### src/rtl/mem_pkg.sv
// Shared encodings and helpers for the load/store memory access unit.
// Width/mode codes, error codes, FSM states and lane placement helpers.
package mem_pkg;

   typedef enum logic [1:0] {
      WSEL_WORD     = 2'b00,
      WSEL_BYTE     = 2'b01,
      WSEL_WORD_ALT = 2'b10,
      WSEL_HALF     = 2'b11
   } wsel_e;

   typedef enum logic [2:0] {
      RSEL_WORD  = 3'b000,
      RSEL_BYTE  = 3'b001,
      RSEL_HALF  = 3'b010,
      RSEL_BYTEU = 3'b011,
      RSEL_HALFU = 3'b100
   } rsel_e;

   typedef enum logic [1:0] {
      ERR_OK       = 2'b00,
      ERR_MISALIGN = 2'b01,
      ERR_TIMEOUT  = 2'b10
   } err_e;

   typedef enum logic [1:0] {
      ST_IDLE = 2'b00,
      ST_BUS  = 2'b01,
      ST_DONE = 2'b10
   } state_e;

   typedef enum logic [1:0] {
      SZ_BYTE,
      SZ_HALF,
      SZ_WORD
   } size_e;

   function automatic size_e access_size(
      input logic       we,
      input logic [1:0] wsel,
      input logic [2:0] rsel
   );
      size_e s;
      s = SZ_WORD;
      if (we) begin
         if (wsel == WSEL_BYTE) s = SZ_BYTE;
         else if (wsel == WSEL_HALF) s = SZ_HALF;
      end else begin
         case (rsel)
            RSEL_BYTE, RSEL_BYTEU: s = SZ_BYTE;
            RSEL_HALF, RSEL_HALFU: s = SZ_HALF;
            default:               s = SZ_WORD;
         endcase
      end
      return s;
   endfunction

   function automatic logic misaligned(
      input size_e      sz,
      input logic [1:0] off
   );
      case (sz)
         SZ_HALF: return off[0];
         SZ_WORD: return off != 2'b00;
         default: return 1'b0;
      endcase
   endfunction

   function automatic logic [3:0] store_be(
      input size_e      sz,
      input logic [1:0] off
   );
      case (sz)
         SZ_BYTE: return 4'b0001 << off;
         SZ_HALF: return off[1] ? 4'b1100 : 4'b0011;
         default: return 4'b1111;
      endcase
   endfunction

   function automatic logic [31:0] store_data(
      input size_e       sz,
      input logic [31:0] wd
   );
      case (sz)
         SZ_BYTE: return {4{wd[7:0]}};
         SZ_HALF: return {2{wd[15:0]}};
         default: return wd;
      endcase
   endfunction

endpackage

### src/rtl/load_extend.sv
// Picks the addressed byte/half out of a bus word and extends it
// according to the load mode.
module load_extend
   import mem_pkg::*;
(
   input  logic [2:0]  rsel,
   input  logic [1:0]  lane,
   input  logic [31:0] word,
   output logic [31:0] data
);

   logic [7:0]  b;
   logic [15:0] h;

   always_comb begin
      b = word[{lane, 3'b000} +: 8];
      h = lane[1] ? word[31:16] : word[15:0];
      case (rsel)
         RSEL_BYTE:  data = {{24{b[7]}}, b};
         RSEL_HALF:  data = {{16{h[15]}}, h};
         RSEL_BYTEU: data = {24'b0, b};
         RSEL_HALFU: data = {16'b0, h};
         default:    data = word;
      endcase
   end

endmodule

### src/rtl/mem_access_unit.sv
// Single-outstanding load/store bus master with alignment check,
// lane placement, load extension and ack timeout.
module mem_access_unit
   import mem_pkg::*;
#(
   parameter int unsigned TIMEOUT_CYCLES = 255
) (
   input  logic        clk,
   input  logic        rst,
   input  logic        start,
   input  logic        MemRW,
   input  logic [1:0]  DataWSel,
   input  logic [2:0]  DataRSel,
   input  logic [31:0] addr,
   input  logic [31:0] wdata,
   output logic        busy,
   output logic        done,
   output logic [31:0] rdata,
   output logic [1:0]  err,
   output logic        mem_req,
   output logic        mem_we,
   output logic [31:0] mem_addr,
   output logic [3:0]  mem_be,
   output logic [31:0] mem_wdata,
   input  logic        mem_ack,
   input  logic [31:0] mem_rdata
);

   localparam int CW = $clog2(TIMEOUT_CYCLES + 1);
   localparam logic [CW-1:0] LAST = CW'(TIMEOUT_CYCLES - 1);

   state_e         state_q, state_d;
   logic           we_q;
   logic [2:0]     rsel_q;
   logic [1:0]     lane_q;
   logic [CW-1:0]  cnt_q;
   logic [31:0]    ext;
   size_e          sz;
   logic           misal;
   logic           accept;
   logic           ack_hit;
   logic           to_hit;

   load_extend u_ext (
      .rsel (rsel_q),
      .lane (lane_q),
      .word (mem_rdata),
      .data (ext)
   );

   assign sz    = access_size(MemRW, DataWSel, DataRSel);
   assign misal = misaligned(sz, addr[1:0]);
   assign busy  = (state_q != ST_IDLE);
   assign done  = (state_q == ST_DONE);

   always_ff @(posedge clk or posedge rst) begin
      if (rst) state_q <= ST_IDLE;
      else     state_q <= state_d;
   end

   // ack is checked before the timeout so a last-cycle ack still succeeds
   always_comb begin
      state_d = state_q;
      accept  = 1'b0;
      ack_hit = 1'b0;
      to_hit  = 1'b0;
      case (state_q)
         ST_IDLE: begin
            if (start) begin
               accept  = 1'b1;
               state_d = misal ? ST_DONE : ST_BUS;
            end
         end
         ST_BUS: begin
            if (mem_ack) begin
               ack_hit = 1'b1;
               state_d = ST_DONE;
            end else if (cnt_q == LAST) begin
               to_hit  = 1'b1;
               state_d = ST_DONE;
            end
         end
         ST_DONE: state_d = ST_IDLE;
         default: state_d = ST_IDLE;
      endcase
   end

   always_ff @(posedge clk or posedge rst) begin
      if (rst) begin
         we_q      <= 1'b0;
         rsel_q    <= 3'b000;
         lane_q    <= 2'b00;
         cnt_q     <= '0;
         rdata     <= 32'h0;
         err       <= ERR_OK;
         mem_req   <= 1'b0;
         mem_we    <= 1'b0;
         mem_addr  <= 32'h0;
         mem_be    <= 4'b0000;
         mem_wdata <= 32'h0;
      end else if (accept) begin
         we_q   <= MemRW;
         rsel_q <= DataRSel;
         lane_q <= addr[1:0];
         cnt_q  <= '0;
         if (misal) begin
            err <= ERR_MISALIGN;
         end else begin
            err       <= ERR_OK;
            mem_req   <= 1'b1;
            mem_we    <= MemRW;
            mem_addr  <= {addr[31:2], 2'b00};
            mem_be    <= MemRW ? store_be(sz, addr[1:0]) : 4'b1111;
            mem_wdata <= MemRW ? store_data(sz, wdata) : 32'h0;
         end
      end else if (ack_hit) begin
         mem_req <= 1'b0;
         mem_we  <= 1'b0;
         if (!we_q) rdata <= ext;
      end else if (to_hit) begin
         mem_req <= 1'b0;
         mem_we  <= 1'b0;
         err     <= ERR_TIMEOUT;
      end else if (state_q == ST_BUS) begin
         cnt_q <= cnt_q + CW'(1);
      end
   end

endmodule

### config.mk
export PLATFORM = sky130hd
export DESIGN_NAME = mem_access_unit
export DESIGN_NICKNAME = d
export VERILOG_FILES = /design/src/rtl/mem_pkg.sv /design/src/rtl/load_extend.sv /design/src/rtl/mem_access_unit.sv
export SDC_FILE = /design/constraint.sdc
export NUM_CORES = 1
export LEC_CHECK = 0
export BUFFER_PORTS_ARGS = -buffer_cell sky130_fd_sc_hd__buf_2
export CORE_ASPECT_RATIO = 1.75
export CORE_UTILIZATION = 35
export DETAILED_ROUTE_END_ITERATION = 8
export PLACE_DENSITY = 0.68
export SLEW_MARGIN = 20
export SYNTH_ARGS = -nofsm -noshare
export SYNTH_HDL_FRONTEND = slang
export SYNTH_SLANG_ARGS = --single-unit
### constraint.sdc
create_clock -name clk -period 6.9 [get_ports clk]
set_input_delay 0 -clock clk [delete_from_list [all_inputs] [get_ports clk]]
set_output_delay 0 -clock clk [all_outputs]
set_load 0.02 [all_outputs]
# ---- After elaboration in Yosys (flattened, before gate mapping)
# Cells that the tools add are included.
dict set report classes {
  n_addsub 1
  n_mul 0
  n_div 0
  order_cmp 0
  n_eq_ne 20
  shift 2
  mux 38
  n_bitwise 3
  reduce_logical 15
}
# cell count
set op_table {}
lappend op_table {{$pmux W32 S4} 1}
lappend op_table {{$pmux W32 S2} 1}
lappend op_table {{$mux W32} 1}
lappend op_table {{$mux W8} 4}
lappend op_table {{$shiftx A32 B6 Y8} 1}
lappend op_table {{$mux W2} 10}
lappend op_table {{$mux W16} 1}
lappend op_table {{$mux W1} 14}
lappend op_table {{$eq A3 B2 Y1 const B} 4}
lappend op_table {{$add A8 B1 Y8 const B} 1}
lappend op_table {{$eq A8 B8 Y1 const B} 1}
lappend op_table {{$mux W4} 2}
lappend op_table {{$ne A2 B2 Y1 const B} 4}
lappend op_table {{$pmux W2 S2} 2}
lappend op_table {{$pmux W4 S2} 1}
lappend op_table {{$reduce_and A2 Y1} 4}
lappend op_table {{$reduce_bool A2 Y1} 4}
lappend op_table {{$eq A2 B1 Y1 const B} 3}
lappend op_table {{$eq A2 B2 Y1 const B} 3}
lappend op_table {{$eq A3 B1 Y1 const B} 2}
lappend op_table {{$eq A3 B3 Y1 const B} 2}
lappend op_table {{$reduce_and A3 Y1} 2}
lappend op_table {{$logic_not A2 Y1} 2}
lappend op_table {{$reduce_or A2 Y1} 2}
lappend op_table {{5 further kinds} 7}
dict set report totals {
  register_bits 118
  latch_bits 0
  mem_bits_rw 0
  rom_bits 0
  input_bits 106
  out_inout_bits 106
  elab_cells 91
  n_memories 0
}

# ---- Longest topological paths before layout
dict set report depth {
  depth_word 9
  depth_mapped 11
  depth_no_buf 9
}

# ---- Cells and area by module
# A second synthesis with hierarchy kept.
dict set report unflattened {
  cells_unflattened 613
  area_unflattened_um2 6364.9
}
# module instances cells_per_inst area_per_inst_um2 seq_area_each_um2
set by_module_without_submodules {}
lappend by_module_without_submodules {mem_access_unit 1 437 5136.2 2952.8}
lappend by_module_without_submodules {load_extend 1 176 1228.7 0.0}

# ---- Worst setup path before layout
# OpenSTA, ideal clock, no wires.
dict set report synth_timing {
  path_type {input to register}
  from {input DataRSel[0]}
  to {register mem_we}
  setup_time_ns 0.120
  arrival_ns 1.624
  t_required_ns 6.780
  slack_ns 5.156
  cell_stages 10
  path_buffers 2
  path_cell_list {nor2_1 -> xnor2_1 -> mux2_2 -> ha_1 -> o211ai_1 -> nand3_1 -> buf_2 -> buf_2 -> nor2_1 -> a31o_2}
}
dict set report synth_via {
  elab_chain_cells 8
  elab_cells_between_ends 13
  classes_between {7 x eq/ne; 3 x mux; 3 x reduce/logical}
}
# item line
set synth_rtl {}
lappend synth_rtl {{from (decl)} mem_access_unit.sv:13} ;# input logic [2:0] DataRSel,
lappend synth_rtl {{$eq A3 B2 Y1 (tied with other cells)} mem_pkg.sv:49} ;# case (rsel)
lappend synth_rtl {{$reduce_or A2 Y1} mem_pkg.sv:49}
lappend synth_rtl {{$pmux W2 S2 (*)} mem_pkg.sv:49}
lappend synth_rtl {{$mux W2 (*)} mem_pkg.sv:45} ;# if (we) begin
lappend synth_rtl {{$eq A2 B2 Y1 or $eq A2 B1 Y1 (tied branches)} mem_pkg.sv:62} ;# case (sz)
lappend synth_rtl {{$pmux W1 S2 (*)} mem_pkg.sv:62}
lappend synth_rtl {{$ne A2 B2 Y1 (no line) (*)} -}
lappend synth_rtl {{$reduce_and A2 Y1 (no line) (*)} -}
lappend synth_rtl {{to (signal assigned)} mem_access_unit.sv:111} ;# mem_we <= MemRW;
lappend synth_rtl {{to (decl)} mem_access_unit.sv:21} ;# output logic mem_we,
# Every way passes the cells marked *; elsewhere a longest branch is shown, timed or not.
# A chain may end at the register's enable or synchronous reset.

# ---- Final worst setup path
dict set report layout_timing {
  from {input DataRSel[0]}
  to {register mem_wdata[24]}
}
dict set report layout_via {
  elab_chain_cells 8
  elab_cells_between_ends 16
  classes_between {6 x eq/ne; 5 x mux; 1 x bitwise; 4 x reduce/logical}
}
# item line
set layout_rtl {}
lappend layout_rtl {{$eq A3 B2 Y1 (tied with other cells)} mem_pkg.sv:49}
lappend layout_rtl {{$reduce_or A2 Y1} mem_pkg.sv:49}
lappend layout_rtl {{$pmux W2 S2 (*)} mem_pkg.sv:49}
lappend layout_rtl {{$mux W2 (*)} mem_pkg.sv:45}
lappend layout_rtl {{$eq A2 B2 Y1 or $eq A2 B1 Y1 (tied branches)} {mem_pkg.sv:62, mem_pkg.sv:84}}
lappend layout_rtl {{$pmux W1 S2} mem_pkg.sv:62}
lappend layout_rtl {{$not A1 Y1 (no line)} -}
lappend layout_rtl {{$reduce_and A2 Y1 (no line)} -}
lappend layout_rtl {{to (signal assigned)} mem_access_unit.sv:114} ;# mem_wdata <= MemRW ? store_data(sz, wdata) : 32'h0;
lappend layout_rtl {{to (decl)} mem_access_unit.sv:24} ;# output logic [31:0] mem_wdata,
# Marked as above.

==> results.yml <==
synth:
  ys_seq_area_frac: 0.506
  synth_compound_area_frac: 0.172
  synth_area_per_cell_um2: 10.1
  synth_top_family_by_area: "compound AO/OA/AOI/OAI gates"
  synthCells: 578
  synthArstFlopShare: 1.00
  synthAdderAreaFrac: 0.0107
  synth_top_area_share: 0.506
  syn-cell-area_mm2: 0.00584
  synth_edf_count: 0
  ys_ff_latch: 118
  yosysTopAreaCell: "dfrtp_1"
  ys.flop_type: "dfrtp_1"
  ys_types: 54
  synth.area.top_cells: "dfrtp_1 (51%), mux2_2 (7.9%), nand2_1 (4.4%)"
  synth_warnings: 0
  synth-xor-area-share: 0.0133
  synth_mux_area_frac: 0.108
  yosys.area_share.simple: 0.147
sta:
  rsz0062_at_grt: "no"
  finalSetupViolCount: 0
  fmax_mhz: 325
  hold_violations: 0
  final.period_utilization: 0.446
  tns_ps: 0
  worst_slew_pin_slew_ps: 832
  fin_hold_ws_ps: 41.9
  finClkSkew_ps: 12.5
  slew_violations: 0
  min_period_ps: 3080
  slew_headroom: 0.443
final_layout:
  antenna_cells: 0
  final_area_mm2: 0.00864
  layout-drive-gt1-share: 0.339
  num-nets-final: 978
  area_delta_synth_final_pct: 48.0
  num-fill-cells: 1466
pwr:
  p_total_mw: 3.85
  p_leak_nw: 4.11
  p_per_area_mw_per_mm2: 445
  ir_drop_mv: 0.278
worst_setup_path:
  crit_path_start_kind: "input pin"
  crit_path_end_kind: "flip-flop"
  cp-startpoint: "DataRSel[0]"
  required_ps: 7190
  rr_startpoint: "state_q[1]"
  worstPathMaxFanout: 61
  cp.arrival_ps: 3370
  worst-setup-path-type: "in2reg"
route:
  drc: 0
  drt-vias-per-instance: 5.04
  antenna_left: 0
  first_pass_iters: 4
  drtIter0Drc: 186
  wl_um: 17900
  via_count: 5560
  wl_per_cell_um: 16.2
grt:
  grt_use_total: 0.211
  antenna_found_initial: 0
  grt_overflow: 0
  grt_pass1_vias: 5779
  grt_start_max_net_pins: 62
  grt_first_pass_wirelength_um: 28700
status:
  status: "complete, no violations"
clock_network:
  htree_levels: 4
  path_clk_slew_ps: 60
  cts_tree: "yes"
  ctsResizeCount: 0
  clock_latency_ps: 400
  cts-root-buf: "clkbuf_16"
  clockBufferDepth: 2
  numClockSinks: 118
  cts_buffers: 17
place:
  post_dp_cell_area_mm2: 0.00702
  post-dp-hpwl_um: 12000
  place.gp.congestion: 0.826
  portBuffers: 209
floorplanning:
  io_pins: 212
  fp.dieW_um: 99.6
  start_util: 0.357
  coreArea_mm2: 0.0164
  die_area_mm2: 0.0172
  chipHeight_um: 173
  num_rows: 62
min_path:
  hp-class: "in2reg"
  min_from: "mem_rdata[15]"
flow_run:
  cap_violations: 0
[what timing repair did]
| item | 4_1_cts | 5_1_grt |
|---|---|---|
| buffers inserted | 0 | 0 |
| hold endpoints to repair | 156 | 0 |
| hold buffers | 98 | 0 |
[registers in the layout, indices dropped and copies added (netlist names), 2 cells and up]
register   flops
rsel_q         3
state_q        2
err            2
mem_wdata     32
mem_addr      30
cnt_q          8
lane_q         2
rdata         32
mem_be         4
[through the flow]
step,utilization,std cells,setup slack (ps)
floorplan,-,579,3770
global placement,0.429,974,3780
detailed placement,0.429,974,3650
CTS,0.528,1104,3840
global route,0.528,1104,3590
finish,0.528,1104,3820
[routing by layer]
layer | track usage | routed length, µm
met1 | 0.229 | 6800
met2 | 0.389 | 9560
met3 | 0.0473 | 970
met4 | 0.0864 | 539
met5 | 0 | 0
[worst paths after layout]
path	slack, ps	depth (start not counted)	endpoint
worst max-delay path	3820	10	mem_wdata[24]
worst min-delay path	40	3	rdata[15]
worst max register to register	4010	4	mem_wdata[24]
worst min register to register	470	2	err[1]
max in group asynchronous	5320	4	mem_wdata[27]
min in group asynchronous	270	3	mem_addr[5]
[logic make-up after synthesis]
logic type,Yosys count
fa+ha+maj,5
buf+inv,55
mux,58
other cells,1
xor+xnor,8
flops,118
compound gates,156
simple gates,177
[cell usage in the layout, fill, tap and decap left out, types with 5 or more instances in the layout]
cell type      netlist  layout
nor4bb_1             5       5
and2_1               8       8
ha_1                 5       5
o31ai_1             30      30
a22o_1               8       8
o211ai_1             8       8
clkbuf_16            0      17
dlygate4sd3_1        0      98
nand2b_1             5       5
buf_4                6       5
nor2_1              49      49
a21oi_1             28      28
nand2_1             68      68
mux2i_1             17      17
buf_2               14     209
mux2_2              41      41
nand3_1             13      12
o21ai_0             45      45
a31oi_1             11      11
dfrtp_1            118     118
inv_1               12      11
[power by group]
group          switching, mW  leakage (nW)  internal [mW]
registers              0.247          1.45           1.01
logic                  0.987          2.36          0.637
clock network          0.342         0.301          0.620
total                   1.58          4.11           2.27
[cell usage after synthesis, types with 3 or more instances]
library cell / n
a211oi_1: 3
a21oi_1: 28
a22o_1: 8
a31oi_1: 11
and2_1: 8
and3_1: 3
buf_1: 3
buf_2: 14
buf_4: 6
clkbuf_1: 20
dfrtp_1: 118
ha_1: 5
inv_1: 12
mux2_2: 41
mux2i_1: 17
nand2_1: 68
nand2b_1: 5
nand3_1: 13
nand4_1: 4
nor2_1: 49
nor2b_1: 4
nor4bb_1: 5
o211ai_1: 8
o21a_1: 4
o21ai_0: 45
o221ai_1: 3
o22a_1: 4
o31ai_1: 30
or2_2: 3
xnor2_1: 3
xor2_1: 4
[area by class of cell]
class | count | area [µm²] | area share
clock buffer | 19 | 443 | 0.0513
clock inverter | 13 | 195 | 0.0226
inverter | 12 | 47.5 | 0.00550
multi-input combinational | 406 | 2660 | 0.307
sequential | 118 | 2950 | 0.342
tap | 224 | 280 | 0.0324
timing repair buffer | 312 | 2060 | 0.239
[critical path, stage by stage]
cell and delay (ps):
dlygate4sd3_1 530, buf_2 150, nor2_1 120, xnor2_1 80
mux2_2 290, ha_1 370, o211ai_1 410, nand3_4 500
buf_4 520, o31ai_1 370
No activity file was read; power rests on OpenSTA's default activity.
